`config.mk`:
```
export PLATFORM = sky130hd
export DESIGN_NAME = pipeline_hazard_ctrl_flat
export DESIGN_NICKNAME = d
export VERILOG_FILES = /design/src/rtl/pipeline_hazard_ctrl_if.sv /design/src/rtl/pipeline_hazard_ctrl.sv /design/src/flat_wrapper.sv
export SDC_FILE = /design/constraint.sdc
export NUM_CORES = 1
export LEC_CHECK = 0
export CAP_MARGIN = 20
export CORE_UTILIZATION = 41
export CTS_CLUSTER_DIAMETER = 50
export DETAILED_ROUTE_END_ITERATION = 8
export PLACE_DENSITY = 0.95
export SYNTH_ARGS = -nofsm -noshare
export SYNTH_HDL_FRONTEND = slang
export SYNTH_SLANG_ARGS = --single-unit
```
`constraint.sdc`:
```
create_clock -name clk -period 5 [get_ports clk]
set_input_delay 1 -clock clk [delete_from_list [all_inputs] [get_ports clk]]
set_output_delay 1 -clock clk [all_outputs]
set_load 0.03 [all_outputs]
```
`src/rtl/pipeline_hazard_ctrl_if.sv`:
```
// Pipeline hazard control bus: ID/EX/MEM status into the sequencer and the
// per-stage register enables back out to the datapath.
interface pipeline_hazard_ctrl_if #(
  parameter int CNT_W = 16
);
  logic [31:0]      id_instr;
  logic             id_valid;
  logic             ex_memread;
  logic [4:0]       ex_rd;
  logic             ex_branch_taken;
  logic             mem_req;
  logic             mem_ready;
  logic             pc_we;
  logic             ifid_we;
  logic             ifid_flush;
  logic             idex_bubble;
  logic             exmem_hold;
  logic             memwb_bubble;
  logic             mem_err;
  logic [1:0]       state;
  logic [CNT_W-1:0] stall_cycles;

  // Pipeline side: presents stage status, consumes enables.
  modport master (
    output id_instr, id_valid, ex_memread, ex_rd, ex_branch_taken, mem_req, mem_ready,
    input  pc_we, ifid_we, ifid_flush, idex_bubble, exmem_hold, memwb_bubble,
           mem_err, state, stall_cycles
  );

  // Sequencer side.
  modport slave (
    input  id_instr, id_valid, ex_memread, ex_rd, ex_branch_taken, mem_req, mem_ready,
    output pc_we, ifid_we, ifid_flush, idex_bubble, exmem_hold, memwb_bubble,
           mem_err, state, stall_cycles
  );
endinterface

```
`src/rtl/pipeline_hazard_ctrl.sv`:
```
// Stall/flush sequencer for the 5-stage RV32 pipeline.
// Optional macro HAZ_PERF_EN adds a saturating count of PC-stalled cycles;
// without it stall_cycles is tied to 0.
//
// state    | meaning
// ---------+-----------------------------------------------------------
// RUN      | normal flow; load-use, redirect and memory waits detected
// MEM_WAIT | data memory busy; pipeline frozen, watchdog counting
// FLUSH    | drop the stale instruction fetched after a redirect
// ERR      | watchdog tripped; frozen until reset
module pipeline_hazard_ctrl #(
  parameter int TIMEOUT = 255,
  parameter int CNT_W   = 16
) (
  input  logic                  clk,
  input  logic                  rst_n,
  pipeline_hazard_ctrl_if.slave bus
);

  typedef enum logic [1:0] {
    RUN      = 2'd0,
    MEM_WAIT = 2'd1,
    FLUSH    = 2'd2,
    ERR      = 2'd3
  } state_e;

  localparam int                WAIT_W   = $clog2(TIMEOUT + 1);
  localparam logic [WAIT_W-1:0] WAIT_MAX = WAIT_W'(TIMEOUT);
  localparam logic [WAIT_W-1:0] WAIT_ONE = WAIT_W'(1);

  state_e            state_q, state_d;
  logic [WAIT_W-1:0] wait_cnt_q, wait_cnt_d;
  logic              pend_q, pend_d;
  logic              mem_err_q, mem_err_d;

  logic [4:0] rs1, rs2;
  logic       lu, mem_stall;
  logic       freeze, run_rules, flush_rules;
  logic       pc_we, ifid_we, ifid_flush, idex_bubble, exmem_hold, memwb_bubble;
  logic       unused_instr_bits;

  assign rs1       = bus.id_instr[19:15];
  assign rs2       = bus.id_instr[24:20];
  assign unused_instr_bits = ^{bus.id_instr[31:25], bus.id_instr[14:0]};
  assign lu        = bus.ex_memread & bus.id_valid & (bus.ex_rd != 5'd0) &
                     ((bus.ex_rd == rs1) | (bus.ex_rd == rs2));
  assign mem_stall = bus.mem_req & ~bus.mem_ready;

  // Next-state and same-cycle (Mealy) stage enables.
  always_comb begin
    state_d      = state_q;
    wait_cnt_d   = wait_cnt_q;
    pend_d       = pend_q;
    mem_err_d    = mem_err_q;
    freeze       = 1'b0;
    run_rules    = 1'b0;
    flush_rules  = 1'b0;
    pc_we        = 1'b0;
    ifid_we      = 1'b0;
    ifid_flush   = 1'b0;
    idex_bubble  = 1'b0;
    exmem_hold   = 1'b0;
    memwb_bubble = 1'b0;

    unique case (state_q)
      RUN: begin
        if (mem_stall) begin
          freeze     = 1'b1;
          state_d    = MEM_WAIT;
          wait_cnt_d = WAIT_ONE;
          pend_d     = 1'b0;
        end else begin
          run_rules = 1'b1;
        end
      end
      MEM_WAIT: begin
        if (!bus.mem_ready) begin
          freeze = 1'b1;
          if (wait_cnt_q == WAIT_MAX) begin
            state_d   = ERR;
            mem_err_d = 1'b1;
          end else begin
            wait_cnt_d = wait_cnt_q + 1'b1;
          end
        end else if (pend_q) begin
          // The redirect that preceded this wait still owes a stale-fetch drop.
          flush_rules = 1'b1;
        end else begin
          run_rules = 1'b1;
        end
      end
      FLUSH: begin
        if (mem_stall) begin
          freeze     = 1'b1;
          state_d    = MEM_WAIT;
          wait_cnt_d = WAIT_ONE;
          pend_d     = 1'b1;
        end else begin
          flush_rules = 1'b1;
        end
      end
      default: begin
        freeze = 1'b1;
      end
    endcase

    if (freeze) begin
      exmem_hold   = 1'b1;
      memwb_bubble = 1'b1;
    end

    if (flush_rules) begin
      ifid_flush = 1'b1;
      pc_we      = 1'b1;
      ifid_we    = 1'b1;
      pend_d     = 1'b0;
      state_d    = RUN;
    end

    if (run_rules) begin
      if (bus.ex_branch_taken) begin
        ifid_flush  = 1'b1;
        idex_bubble = 1'b1;
        pc_we       = 1'b1;
        ifid_we     = 1'b1;
        state_d     = FLUSH;
      end else if (lu) begin
        idex_bubble = 1'b1;
        state_d     = RUN;
      end else begin
        pc_we   = 1'b1;
        ifid_we = 1'b1;
        state_d = RUN;
      end
    end

    if (!rst_n) begin
      pc_we        = 1'b0;
      ifid_we      = 1'b0;
      ifid_flush   = 1'b0;
      idex_bubble  = 1'b0;
      exmem_hold   = 1'b0;
      memwb_bubble = 1'b0;
    end
  end

  // Sequencer state, watchdog count, pending-flush flag and sticky trap.
  always_ff @(posedge clk or negedge rst_n) begin
    if (!rst_n) begin
      state_q    <= RUN;
      wait_cnt_q <= '0;
      pend_q     <= 1'b0;
      mem_err_q  <= 1'b0;
    end else begin
      state_q    <= state_d;
      wait_cnt_q <= wait_cnt_d;
      pend_q     <= pend_d;
      mem_err_q  <= mem_err_d;
    end
  end

  assign bus.pc_we        = pc_we;
  assign bus.ifid_we      = ifid_we;
  assign bus.ifid_flush   = ifid_flush;
  assign bus.idex_bubble  = idex_bubble;
  assign bus.exmem_hold   = exmem_hold;
  assign bus.memwb_bubble = memwb_bubble;
  assign bus.mem_err      = mem_err_q;
  assign bus.state        = state_q;

`ifdef HAZ_PERF_EN
  logic [CNT_W-1:0] stall_cycles_q, stall_cycles_d;

  // Count cycles with the PC held, sticking at all-ones.
  always_comb begin
    stall_cycles_d = stall_cycles_q;
    if (!pc_we && (stall_cycles_q != {CNT_W{1'b1}})) begin
      stall_cycles_d = stall_cycles_q + 1'b1;
    end
  end

  // Stall counter register.
  always_ff @(posedge clk or negedge rst_n) begin
    if (!rst_n) begin
      stall_cycles_q <= '0;
    end else begin
      stall_cycles_q <= stall_cycles_d;
    end
  end

  assign bus.stall_cycles = stall_cycles_q;
`else
  assign bus.stall_cycles = '0;
`endif

endmodule

```
`src/flat_wrapper.sv`:
```
// flat-port wrapper written by rule: the top's interface ports become plain ports
module pipeline_hazard_ctrl_flat 
#(
  parameter int TIMEOUT = 255,
  parameter int CNT_W   = 16
)
  (clk, rst_n, bus_id_instr, bus_id_valid, bus_ex_memread, bus_ex_rd, bus_ex_branch_taken, bus_mem_req, bus_mem_ready, bus_pc_we, bus_ifid_we, bus_ifid_flush, bus_idex_bubble, bus_exmem_hold, bus_memwb_bubble, bus_mem_err, bus_state, bus_stall_cycles);
  pipeline_hazard_ctrl_if #(.CNT_W(CNT_W)) bus_i ();
  input  logic clk;
  input  logic rst_n;
  input wire logic [$bits(bus_i.id_instr)-1:0] bus_id_instr;
  input wire logic [$bits(bus_i.id_valid)-1:0] bus_id_valid;
  input wire logic [$bits(bus_i.ex_memread)-1:0] bus_ex_memread;
  input wire logic [$bits(bus_i.ex_rd)-1:0] bus_ex_rd;
  input wire logic [$bits(bus_i.ex_branch_taken)-1:0] bus_ex_branch_taken;
  input wire logic [$bits(bus_i.mem_req)-1:0] bus_mem_req;
  input wire logic [$bits(bus_i.mem_ready)-1:0] bus_mem_ready;
  output wire logic [$bits(bus_i.pc_we)-1:0] bus_pc_we;
  output wire logic [$bits(bus_i.ifid_we)-1:0] bus_ifid_we;
  output wire logic [$bits(bus_i.ifid_flush)-1:0] bus_ifid_flush;
  output wire logic [$bits(bus_i.idex_bubble)-1:0] bus_idex_bubble;
  output wire logic [$bits(bus_i.exmem_hold)-1:0] bus_exmem_hold;
  output wire logic [$bits(bus_i.memwb_bubble)-1:0] bus_memwb_bubble;
  output wire logic [$bits(bus_i.mem_err)-1:0] bus_mem_err;
  output wire logic [$bits(bus_i.state)-1:0] bus_state;
  output wire logic [$bits(bus_i.stall_cycles)-1:0] bus_stall_cycles;
  assign bus_i.id_instr = bus_id_instr;
  assign bus_i.id_valid = bus_id_valid;
  assign bus_i.ex_memread = bus_ex_memread;
  assign bus_i.ex_rd = bus_ex_rd;
  assign bus_i.ex_branch_taken = bus_ex_branch_taken;
  assign bus_i.mem_req = bus_mem_req;
  assign bus_i.mem_ready = bus_mem_ready;
  assign bus_pc_we = bus_i.pc_we;
  assign bus_ifid_we = bus_i.ifid_we;
  assign bus_ifid_flush = bus_i.ifid_flush;
  assign bus_idex_bubble = bus_i.idex_bubble;
  assign bus_exmem_hold = bus_i.exmem_hold;
  assign bus_memwb_bubble = bus_i.memwb_bubble;
  assign bus_mem_err = bus_i.mem_err;
  assign bus_state = bus_i.state;
  assign bus_stall_cycles = bus_i.stall_cycles;
  pipeline_hazard_ctrl #(.TIMEOUT(TIMEOUT), .CNT_W(CNT_W)) u_core (.clk(clk), .rst_n(rst_n), .bus(bus_i));
endmodule
```
Word-level counts from Yosys, hierarchy flattened
Index checks and enable logic that the tools add are counted.
- logic and storage cells: 73
- bits of input ports: 44
- register bits: 12
- output and inout bits: 25
- bitwise gates (word level): 6
- reduce and logical (&&, ||, !) cells: 10
- muxes and demuxes: 39
- eq/ne operators: 13
- $add $sub $neg: 1
- operators by type and width (cell ; count):
    1-bit 2-to-1 mux ; 24
    8-bit 2-to-1 mux ; 3
    8-bit one-hot mux with 2 select lines ; 1
    2-bit 2-to-1 mux ; 6
    5-bit equality test ; 2
    8-bit by 1-bit adder with 8-bit output, second input constant ; 1
    8-bit equality test, second input constant ; 1
    4-bit by 1-bit inequality test with 1-bit output, second input constant ; 2
    1-bit one-hot mux with 2 select lines ; 4
    4-bit AND reduction ; 2
    3-bit by 1-bit inequality test with 1-bit output, second input constant ; 2
    3-bit AND reduction ; 2
    5-bit nonzero test ; 1
    1-bit AND ; 4
    2-bit inequality test, second input constant ; 2
    4-bit by 2-bit inequality test with 1-bit output, second input constant ; 1
    2-bit one-hot mux with 2 select lines ; 1
    4-bit nonzero test ; 1
    3-bit nonzero test ; 1
    2-bit by 1-bit equality test with 1-bit output, second input constant ; 1
    2-bit equality test, second input constant ; 1
    2-bit zero test ; 1
    2-bit by 1-bit inequality test with 1-bit output, second input constant ; 1
    2-bit nonzero test ; 1
    3 further kinds ; 3

Depth between registers and ports, before layout
Gate-level depths: netlist of run 1.
- word-level depth: 9
- mapped depth: 7
- depth with buffers taken out: 6

Worst setup path after synthesis of run 1
OpenSTA, ideal clock, no wires.
- path kind: input port to output port
- start point: in bus_mem_ready
- end point: out bus_pc_we
- data arrival time: 2.313 ns
- stages: 6
- path buffers: 2
- required time: 4.000 ns
- slack: 1.687 ns
- cell sequence: buf_2 > and2_1 > o31ai_4 > nand2_1 > o311a_1 > buf_4
- cells in the longest elaborated chain, start to end: 9
- elaborated cells between the ends (all ways): 12
- those cells by class: mux (10); bitwise (2)
- RTL lines (what ; RTL line ; source):
    start: declaration ; flat_wrapper.sv:17 ; input wire logic [$bits(bus_i.mem_ready)-1:0] bus_mem_ready;
    1-bit inverter (no source line) ; n/a ;
    1-bit AND ; pipeline_hazard_ctrl.sv:47 ; assign mem_stall = bus.mem_req & ~bus.mem_ready;
    1-bit 2-to-1 mux ; pipeline_hazard_ctrl.sv:67, pipeline_hazard_ctrl.sv:93 ;
    1-bit one-hot mux with 2 select lines ; pipeline_hazard_ctrl.sv:65 ; unique case (state_q)
    1-bit 2-to-1 mux (3 in series) ; n/a ;
    1-bit 2-to-1 mux (*) (2 in series) ; n/a ;
    end: declaration ; flat_wrapper.sv:18 ; output wire logic [$bits(bus_i.pc_we)-1:0] bus_pc_we;
Every way passes the cells marked *; elsewhere a longest branch is shown, timed or not.

Worst setup path after layout of run 1
- start point: in bus_mem_ready
- end point: out bus_ifid_we
- cells in the longest elaborated chain, start to end: 9
- elaborated cells between the ends (all ways): 12
- those cells by class: mux (10); bitwise (2)
- RTL lines (what ; RTL line ; source):
    1-bit inverter (no source line) ; n/a ;
    1-bit AND ; pipeline_hazard_ctrl.sv:47 ;
    1-bit 2-to-1 mux ; pipeline_hazard_ctrl.sv:67, pipeline_hazard_ctrl.sv:93 ;
    1-bit one-hot mux with 2 select lines ; pipeline_hazard_ctrl.sv:65 ;
    1-bit 2-to-1 mux ; pipeline_hazard_ctrl.sv:112 ; if (flush_rules) begin
    1-bit 2-to-1 mux ; pipeline_hazard_ctrl.sv:127 ; end else if (lu) begin
    1-bit 2-to-1 mux ; pipeline_hazard_ctrl.sv:121 ; if (bus.ex_branch_taken) begin
    1-bit 2-to-1 mux (*) ; pipeline_hazard_ctrl.sv:120 ; if (run_rules) begin
    1-bit 2-to-1 mux (*) ; pipeline_hazard_ctrl.sv:137 ; if (!rst_n) begin
    end: declaration ; flat_wrapper.sv:19 ; output wire logic [$bits(bus_i.ifid_we)-1:0] bus_ifid_we;
Marks and branches as above.

==> flow_results.org, run 1 <==
** Synth
- In the synthesized netlist, mux cells make up under 10% of the area.
- Adder-cell share of the synthesized area :: 7.216%
- Area share of xor/xnor cells in the synthesized design :: under 10%
- After synthesis, the mean cell area works out to between 8 and 9 um2.
- The most used flip-flop cell after synthesis is sky130_fd_sc_hd__dfrtp_1.
- In this run the cell area of the synthesized design comes to ~1200 um2.
- EDFF count, synth :: 0
- Sequential elements use between 20% and 30% of the synthesized area.
- Number of distinct library cells after synthesis :: 46
- For this run, asynchronously set or reset flops after synthesis account for between 90% and 100%.
- Synthesis produced a netlist whose cell count is ~140.
- By area, the combinational part of the netlist is dominated by compound AO/OA/AOI/OAI gates.
- In this run, synthesis produced a sequential element count of 12.
- Summing the areas of all compound-gate instances in the mapped netlist gives between 20% and 30% of the synthesized area.
- Area fraction in and, or, nand and nor cells after synthesis :: 18.45%
- Number of synthesis warnings :: 0

** Pwr
- The worst-case IR drop observed on VDD is 317.4 uV.
- Clk network pwr share :: under 10%
- Power density normalized to cell area :: about 470 nW/um2
- Lkg Pwr :: between 0.0006 and 0.0007 uW
- Cell internal power was estimated by the tool at 360.3 uW.
- Sw Share :: between 40% and 50%
- Of the total power, registers draw 22.7%.
- Share of total power in combinational logic :: between 60 and 70%
- In this run the power spent charging and discharging nets is 336.8 uW.
- After layout, the design draws a total of between 600 and 700 uW.

** STA
- Worst path setup slack after routing :: between 0.8 and 0.9 ns
- Actual transition at the worst max-transition pin :: roughly 0.7 ns
- Setup total negative slack on the finished layout was measured at 0 ns.
- Final critical-path required period :: between 4 and 5 ns
- Derived from the worst setup path, the maximum achievable clock frequency is 239.2 MHz.
- Worst-case headroom to the max-slew limit :: 53.22%
- Setup violations remaining at the end of the flow were counted as 0.
- Post-route clock skew :: 0.002534 ns
- Setup repair after global routing missed its margin :: false
- The worst path uses 83.60% of the clock period.
- The max-slew violation count came to 0.
- Hold Fails Final Rpt :: 0

** Clock network
- Counting every sink on the clock net gives 12.
- In this run, CTS created clock tree buffers numbering 3.
- Buffer depth of the longest clock path :: 2
- H-tree levels :: 1
- TritonCTS built the clock tree.
- Cts repair resizes :: 0
- Once the clock tree was built, the setup fixing pass inserted 0 buffers.
- CTS clk-pin slew, worst paths :: about 0.07 ns
- Cell at the root of the clock tree :: sky130_fd_sc_hd__clkbuf_4
- The clock reaches the later pin of the worst-skew pair after 0.28 ns.
- Hold repair after CTS inserted 0 buffers.

** Drt
- First-pass iteration count of the detailed router :: 4
- Via/cell ratio :: between 5 and 6
- The detailed router placed 1,072 vias in this run.
- In the routed design, unresolved DRC markers number 0.
- The count of nets left with antenna violations once routing finished came out at 0.
- Routed wirelength normalized by instance count :: between 10 and 15 um
- Iter 0 DRT Violations :: 28
- Total detailed-routing wirelength :: between 2000 and 2500 um

** Placed design
- Detailed placement finished with a half-perimeter wire length of 1955 um.
- Worst slack at placement :: a little over 0.8 ns
- Input and output buffers added on the ports amount to 30.
- At the end of routability-driven placement, the weighted congestion stood at 0.8129.

** Floorplanning
- roughly 70 I/O pins were placed.
- The die covers between 3000 and 4000 um2.
- The core region is 2781 um2.
- The floorplan step set the die height to between 50 and 60 um.
- Site Rows :: 19
- Effective utilization at floorplan :: roughly 44%
- The die is about 56 um wide.

** Worst hold path
- The tightest min-delay check is of the reg2reg type.

** Global routing
- The number of antenna violations at the first check in global routing is 0.
- Overflow after GRT :: 0
- Entering global routing, the biggest net connects 18 pins.
- The first global-routing pass estimated 4229 um of wire.
- In the global route stage, overall resource usage came out at between 10% and 20%.
- Number of global-route vias before repair :: a little under 1,000

** Setup path
- Highest net fanout along the worst path :: 11
- Classification of the worst setup path :: in2out
- STA classifies the critical path startpoint as a primary input.
- STA classifies the critical path endpoint as an output pin.
- Data required time at the worst endpoint :: roughly 4.0 ns
- Data arrives at the worst endpoint at roughly 3.2 ns.
- Worst setup slack for register-to-register paths :: between 2 and 3 ns

** Cells and area
- 0 antenna diodes ended up in the layout.
- Of the cells placed in the final design, the portion with a size suffix greater than 1 is 6.627%.
- Seq. cell area :: between 300 and 400 um2
- Layout Nets :: approximately 220
- Fill cells in the final layout number roughly 270.
- Multi-input combinational cell area :: 805.8 um2
- Area growth from synthesis to final layout :: 22.47%

** Job
- Across the run, the number of max-cap violations was 0.

** Run status
- Result of the run :: complete, no violations
-- stage by stage --
stage,instances,util (%),area (um2),hold slack (ns)
after floorplan,153,-,1270,0.4963
after global placement,194,52.63,1464,0.4805
after detailed placement,194,52.63,1464,0.4862
after CTS,197,53.44,1486,0.5169
after global routing,197,53.44,1486,0.5383
final,197,53.44,1486,0.5057
-- routing by layer --
metal  GRT usage (%)  routed length [um]
met1           21.46                1161
met2           28.74                1160
met3           4.147                 128
met4           2.091                  14
met5               0                   0
-- power groups by stage --
stage	clock network [uW]	registers [uW]	logic, uW
after CTS	60.3	159	477
after floorplan	0	169	355
after global placement	0	158	465
after detailed placement	0	160	475
final	60.1	158	479
after global routing	64.4	165	521
-- synth_stat cells (2+ instances only) --
| cell type | instances | area, um2 |
|---|---|---|
| sky130_fd_sc_hd__nand2b_1 | 3 | 18.77 |
| sky130_fd_sc_hd__nor2_1 | 7 | 26.28 |
| sky130_fd_sc_hd__buf_2 | 2 | 10.01 |
| sky130_fd_sc_hd__inv_1 | 4 | 15.01 |
| sky130_fd_sc_hd__nand2_1 | 10 | 37.54 |
| sky130_fd_sc_hd__a22o_1 | 7 | 61.31 |
| sky130_fd_sc_hd__nor3_1 | 6 | 30.03 |
| sky130_fd_sc_hd__dfrtp_1 | 12 | 300.3 |
| sky130_fd_sc_hd__xor2_1 | 10 | 87.58 |
| sky130_fd_sc_hd__nor2b_1 | 5 | 31.28 |
| sky130_fd_sc_hd__a221o_1 | 2 | 20.02 |
| sky130_fd_sc_hd__o211ai_1 | 2 | 15.01 |
| sky130_fd_sc_hd__o21ai_1 | 2 | 10.01 |
| sky130_fd_sc_hd__ha_1 | 7 | 87.58 |
| sky130_fd_sc_hd__o311a_1 | 2 | 20.02 |
| sky130_fd_sc_hd__nand3_1 | 4 | 20.02 |
| sky130_fd_sc_hd__o21ai_0 | 2 | 10.01 |
| sky130_fd_sc_hd__a21oi_1 | 2 | 10.01 |
| sky130_fd_sc_hd__o221ai_1 | 2 | 17.52 |
| sky130_fd_sc_hd__mux2i_1 | 2 | 20.02 |
| sky130_fd_sc_hd__buf_4 | 18 | 135.1 |
| sky130_fd_sc_hd__or3_1 | 3 | 18.77 |
-- cells by family (layout without fill, tap and decap cells) --
| kind of cell | count (synthesis) | in the layout |
|---|---|---|
| AO/OA/AOI/OAI | 36 | 36 |
| multiplexers | 3 | 3 |
| adder cells (fa/ha/maj) | 7 | 7 |
| AND/OR/NAND/NOR | 44 | 44 |
| flip-flops | 12 | 12 |
| buffers and inverters | 25 | 38 |
| XOR/XNOR | 10 | 10 |
| other | 1 | 16 |
-- placed cells by master, fill, tap and decap left out, types with 2 or more instances in the layout --
| master | netlist | routed |
|---|---|---|
| sky130_fd_sc_hd__a21oi_1 | 2 | 2 |
| sky130_fd_sc_hd__a221o_1 | 2 | 2 |
| sky130_fd_sc_hd__a22o_1 | 7 | 7 |
| sky130_fd_sc_hd__clkbuf_4 | 0 | 3 |
| sky130_fd_sc_hd__clkdlybuf4s50_1 | 0 | 30 |
| sky130_fd_sc_hd__conb_1 | 1 | 16 |
| sky130_fd_sc_hd__dfrtp_1 | 12 | 12 |
| sky130_fd_sc_hd__ha_1 | 7 | 7 |
| sky130_fd_sc_hd__inv_1 | 4 | 4 |
| sky130_fd_sc_hd__mux2i_1 | 2 | 2 |
| sky130_fd_sc_hd__nand2_1 | 10 | 10 |
| sky130_fd_sc_hd__nand2b_1 | 3 | 3 |
| sky130_fd_sc_hd__nand3_1 | 4 | 4 |
| sky130_fd_sc_hd__nor2_1 | 7 | 7 |
| sky130_fd_sc_hd__nor2b_1 | 5 | 5 |
| sky130_fd_sc_hd__nor3_1 | 6 | 6 |
| sky130_fd_sc_hd__o211ai_1 | 2 | 2 |
| sky130_fd_sc_hd__o21ai_0 | 2 | 2 |
| sky130_fd_sc_hd__o21ai_1 | 2 | 2 |
| sky130_fd_sc_hd__o221ai_1 | 2 | 2 |
| sky130_fd_sc_hd__o311a_1 | 2 | 2 |
| sky130_fd_sc_hd__or3_1 | 3 | 3 |
| sky130_fd_sc_hd__xor2_1 | 10 | 10 |
-- path summary, 6_finish.rpt --
path	startpoint	endpoint	cells past startpoint
worst max-delay path	bus_mem_ready	bus_ifid_we	6
min in group asynchronous	rst_n	u_core.bus.state[1]	1
max in group asynchronous	rst_n	u_core.wait_cnt_q[3]	1
worst max register to register	u_core.bus.state[1]	u_core.wait_cnt_q[0]	6
worst min-delay path	u_core.bus.mem_err	u_core.bus.mem_err	1
worst min register to register	u_core.bus.mem_err	u_core.bus.mem_err	1
-- layout make-up --
cell class,instances,area share (%)
multi-input cells,116,54.21
flip-flops and latches,12,20.20
repair buffers,30,20.20
well taps,31,2.609
clock buffers,3,1.515
inverters,5,1.263
-- state kept, by name, indices dropped and copies added (netlist names) --
signal              flops
u_core.bus.mem_err      1
u_core.bus.state        2
u_core.pend_q           1
u_core.wait_cnt_q       8
-- worst max-delay path, stage by stage --
cell                              delay [ns]
sky130_fd_sc_hd__clkdlybuf4s50_1        0.58
sky130_fd_sc_hd__and2_1                 0.25
sky130_fd_sc_hd__o31ai_4                0.33
sky130_fd_sc_hd__nand2_1                0.09
sky130_fd_sc_hd__o311a_1                0.32
sky130_fd_sc_hd__clkdlybuf4s50_1        0.60
(Power assumes the default switching activity.)
==> run 2, diff against run 1 <==
- CORE_UTILIZATION: 41 -> 35
- PLACE_DENSITY: 0.95 -> 0.88
- clock period: 5 -> 3.37 ns (I/O delays scaled with it)
==> flow_results.org, run 2 (same netlist as run 1, synthesis figures left out) <==
** Global routing
- Global routing consumed, over all layers together, 15.48% of the routing resources.
- The first global-routing pass estimated about 4400 um of wire.
- The number of antenna violations at the first check in global routing is 0.
- Overflow after GRT :: 0
- Pin count of the biggest net entering global routing :: 9
- The via count of the first global-routing pass came to 1,033.

** STA
- Post-route clock skew :: between 0.004 and 0.005 ns
- Across all hold checks on the routed design, the worst slack comes to 0.5018 ns.
- The max-slew violation count came to 0.
- Setup repair after global routing left no endpoint under its margin.
- Maximum clock frequency :: 322.2 MHz
- Setup violations remaining at the end of the flow were counted as 0.
- The final critical path takes up between 90% and 100% of the cycle.
- Hold Fails Final Rpt :: 0
- Final critical-path required period :: just over 3 ns
- Final TNS setup :: 0 ns

** Clock network
- Cell at the root of the clock tree :: sky130_fd_sc_hd__clkbuf_4
- Gates resized during post-CTS repair numbered 0.
- TritonCTS built the clock tree.
- CTS built an H-tree with a depth of 1.
- CTS Sinks :: 12
- Hold repair after CTS inserted 0 buffers.
- After clock tree synthesis, the clock-pin slew on the worst setup and hold paths is about 0.07 ns.
- The clock reaches the later pin of the worst-skew pair after ~0.28 ns.
- Buffers added to address setup during post-CTS repair amount to 0.
- Clock tree synthesis inserted a total of 3 buffers.
- Buffer depth of the longest clock path :: 2

** Cells and area
- The repair_antennas step left the layout with diodes totalling 0.
- The register with the most flip-flops in the final layout is u_core.wait_cnt_q.
- Number of flip-flops under the largest register name :: 8
- Most common library cell in the layout ignoring fill and taps :: sky130_fd_sc_hd__clkdlybuf4s50_1
- Commonest non-fill, non-tap cells in the layout :: 26 x sky130_fd_sc_hd__clkdlybuf4s50_1, 16 x sky130_fd_sc_hd__conb_1, 12 x sky130_fd_sc_hd__dfrtp_1, 10 x sky130_fd_sc_hd__xor2_1, 10 x sky130_fd_sc_hd__nand2_1
- Layout Nets :: 225
- Compared with the post-synthesis result, the final layout area differs by 28.87%.
- Number of filler instances in the final layout :: 323
- The post-route netlist has 11.56% of its cells at a drive strength greater than 1.

** Setup path
- The slowest stage of the critical path belongs to the cell sky130_fd_sc_hd__clkdlybuf4s50_1.
- Worst path buffer plus inverter count :: 2
- Data required time at the worst endpoint :: 2.70 ns
- Walking the worst path, the cells encountered are inv_1, ha_1, or2_1, a21oi_1, nor2_1, o21a_1, clkdlybuf4s50_1.
- The worst setup path is captured at an output pin.
- Startpoint type of the worst setup path :: register
- Endpoint arrival time on the critical path :: 2.43 ns
- In this run the critical register-to-register path is launched from u_core.bus.state[1].
- Highest net fanout along the worst path :: 7
- Cell family with the largest share of critical-path delay :: buffers and inverters
- In this run the register-to-register setup slack is ~1.3 ns.
- Maximum cell stage delay along the critical path :: slightly below 0.6 ns
- Classification of the worst setup path :: reg2out
- Worst setup path startpoint :: u_core.bus.state[1]

** Job
- Number of maximum-capacitance constraint violations :: 0

** Pwr
- The analysis attributes to net switching a power of 493.6 uW.
- Design internal power :: approximately 570 uW
- The analysis attributes to cell leakage a power of ~0.00071 uW.
- Clk network pwr share :: a little over a tenth
- Worst voltage drop across the vdd grid :: roughly 290 uV
- Power spread over the standard cell area amounts to ~680 nW/um2.
- Share of total power in combinational logic :: between 60% and 70%
- Seq pwr share :: a little over a fifth
- Net switching is between 40% and 50% of the power.

** Floorplanning
- For this design the top-level I/O count stands at a little under 70.
- Horizontal extent of the die :: between 60 and 70 um
- The floorplan step defined a core boundary enclosing roughly 3300 um2.
- The initial utilization of the core area, before any placement, comes to between 30% and 40%.
- Site Rows :: 21
- Die Area :: around 3700 um2
- DIE HEIGHT :: around 60 um

** Worst hold path
- Start point of the worst hold path :: u_core.bus.mem_err
- The tightest min-delay check is of the reg2reg type.

** Drt
- First-pass iteration count of the detailed router :: 4
- Dividing the detail-routed wire length by the instance count gives 11.50 um.
- Via/cell ratio :: roughly 4.9
- The detail route stage leaves a number of antenna-violating nets equal to 0.
- After detailed routing, the number of remaining DRC violations is 0.
- The final route contains between 1,000 and 1,500 vias.
- Wires add up to about 2500 um.
- Iter 0 DRT Violations :: 28

** Run status
- Result of the run :: complete, no violations

** Placed design
- During placement, the flow inserted port buffers numbering 30.
- Routability-driven placement finished with a final weighted congestion of around 0.84.
- Detailed placement ended at an HPWL of about 2100 um.
## run 2: changes by cell type in the layout (fill, tap and decap cells not counted), sizes merged
cell / change
clkbuf: +1
dlymetal6s2s: +2
buf: +8
clkdlybuf4s50: -4
## run 2: final timing paths
path | end | cells after the start
min in group asynchronous | u_core.bus.state[0] | 2
min reg2reg | u_core.bus.mem_err | 1
min | u_core.bus.mem_err | 1
max | bus_exmem_hold | 7
max reg2reg | u_core.wait_cnt_q[0] | 6
max in group asynchronous | u_core.wait_cnt_q[2] | 2
## run 2: metal layers
metal | wire length (um) | part of all wire (%) | GRT usage [%] | vias to the layer above
met5 | 0 | 0 | 0 | -
met4 | 48 | 1.9 | 2.922 | 0
met3 | 102 | 4.0 | 4.691 | 6
met2 | 1236 | 49 | 26.37 | 29
met1 | 1131 | 45 | 19.43 | 493
li1 | - | - | - | 540
## run 2: worst reg2reg max path: stages (launching register included)
cell,delay (ns)
sky130_fd_sc_hd__dfrtp_1,0.44
sky130_fd_sc_hd__inv_1,0.17
sky130_fd_sc_hd__ha_1,0.32
sky130_fd_sc_hd__inv_2,0.07
sky130_fd_sc_hd__or3_1,0.50
sky130_fd_sc_hd__o21ai_4,0.12
sky130_fd_sc_hd__mux2_4,0.31
## run 2: layout make-up
cell class	count	area (um2)	share of cell area [%]
Sequential cell	12	300.3	19.20
Timing Repair Buffer	36	345.3	22.08
Tap cell	46	57.56	3.680
Inverter	5	18.77	1.200
Clock buffer	4	36.28	2.320
Multi-Input combinational cell	116	805.8	51.52
## run 2: through the flow
stage          util, %  cell area [um2]  power (uW)  cells  setup WS [ns]
3_5_place_dp     45.63             1523       957.3    215        0.09969
6_report         46.87             1564        1064    219         0.2666
3_3_place_gp     45.63             1523       947.8    215         0.1136
2_1_floorplan        -             1270       776.4    153         0.4976
5_1_grt          46.87             1564        1159    219         0.1387
4_1_cts          46.72             1559        1076    219        0.09885
## run 2: power groups by stage
stage / Sequential, uW / Clock (uW) / Combinational, uW
2_1_floorplan: 250 / 0 / 526
3_3_place_gp: 230 / 0 / 718
3_5_place_dp: 231 / 0 / 726
4_1_cts: 229 / 119 / 729
5_1_grt: 235 / 126 / 798
6_report: 229 / 114 / 721
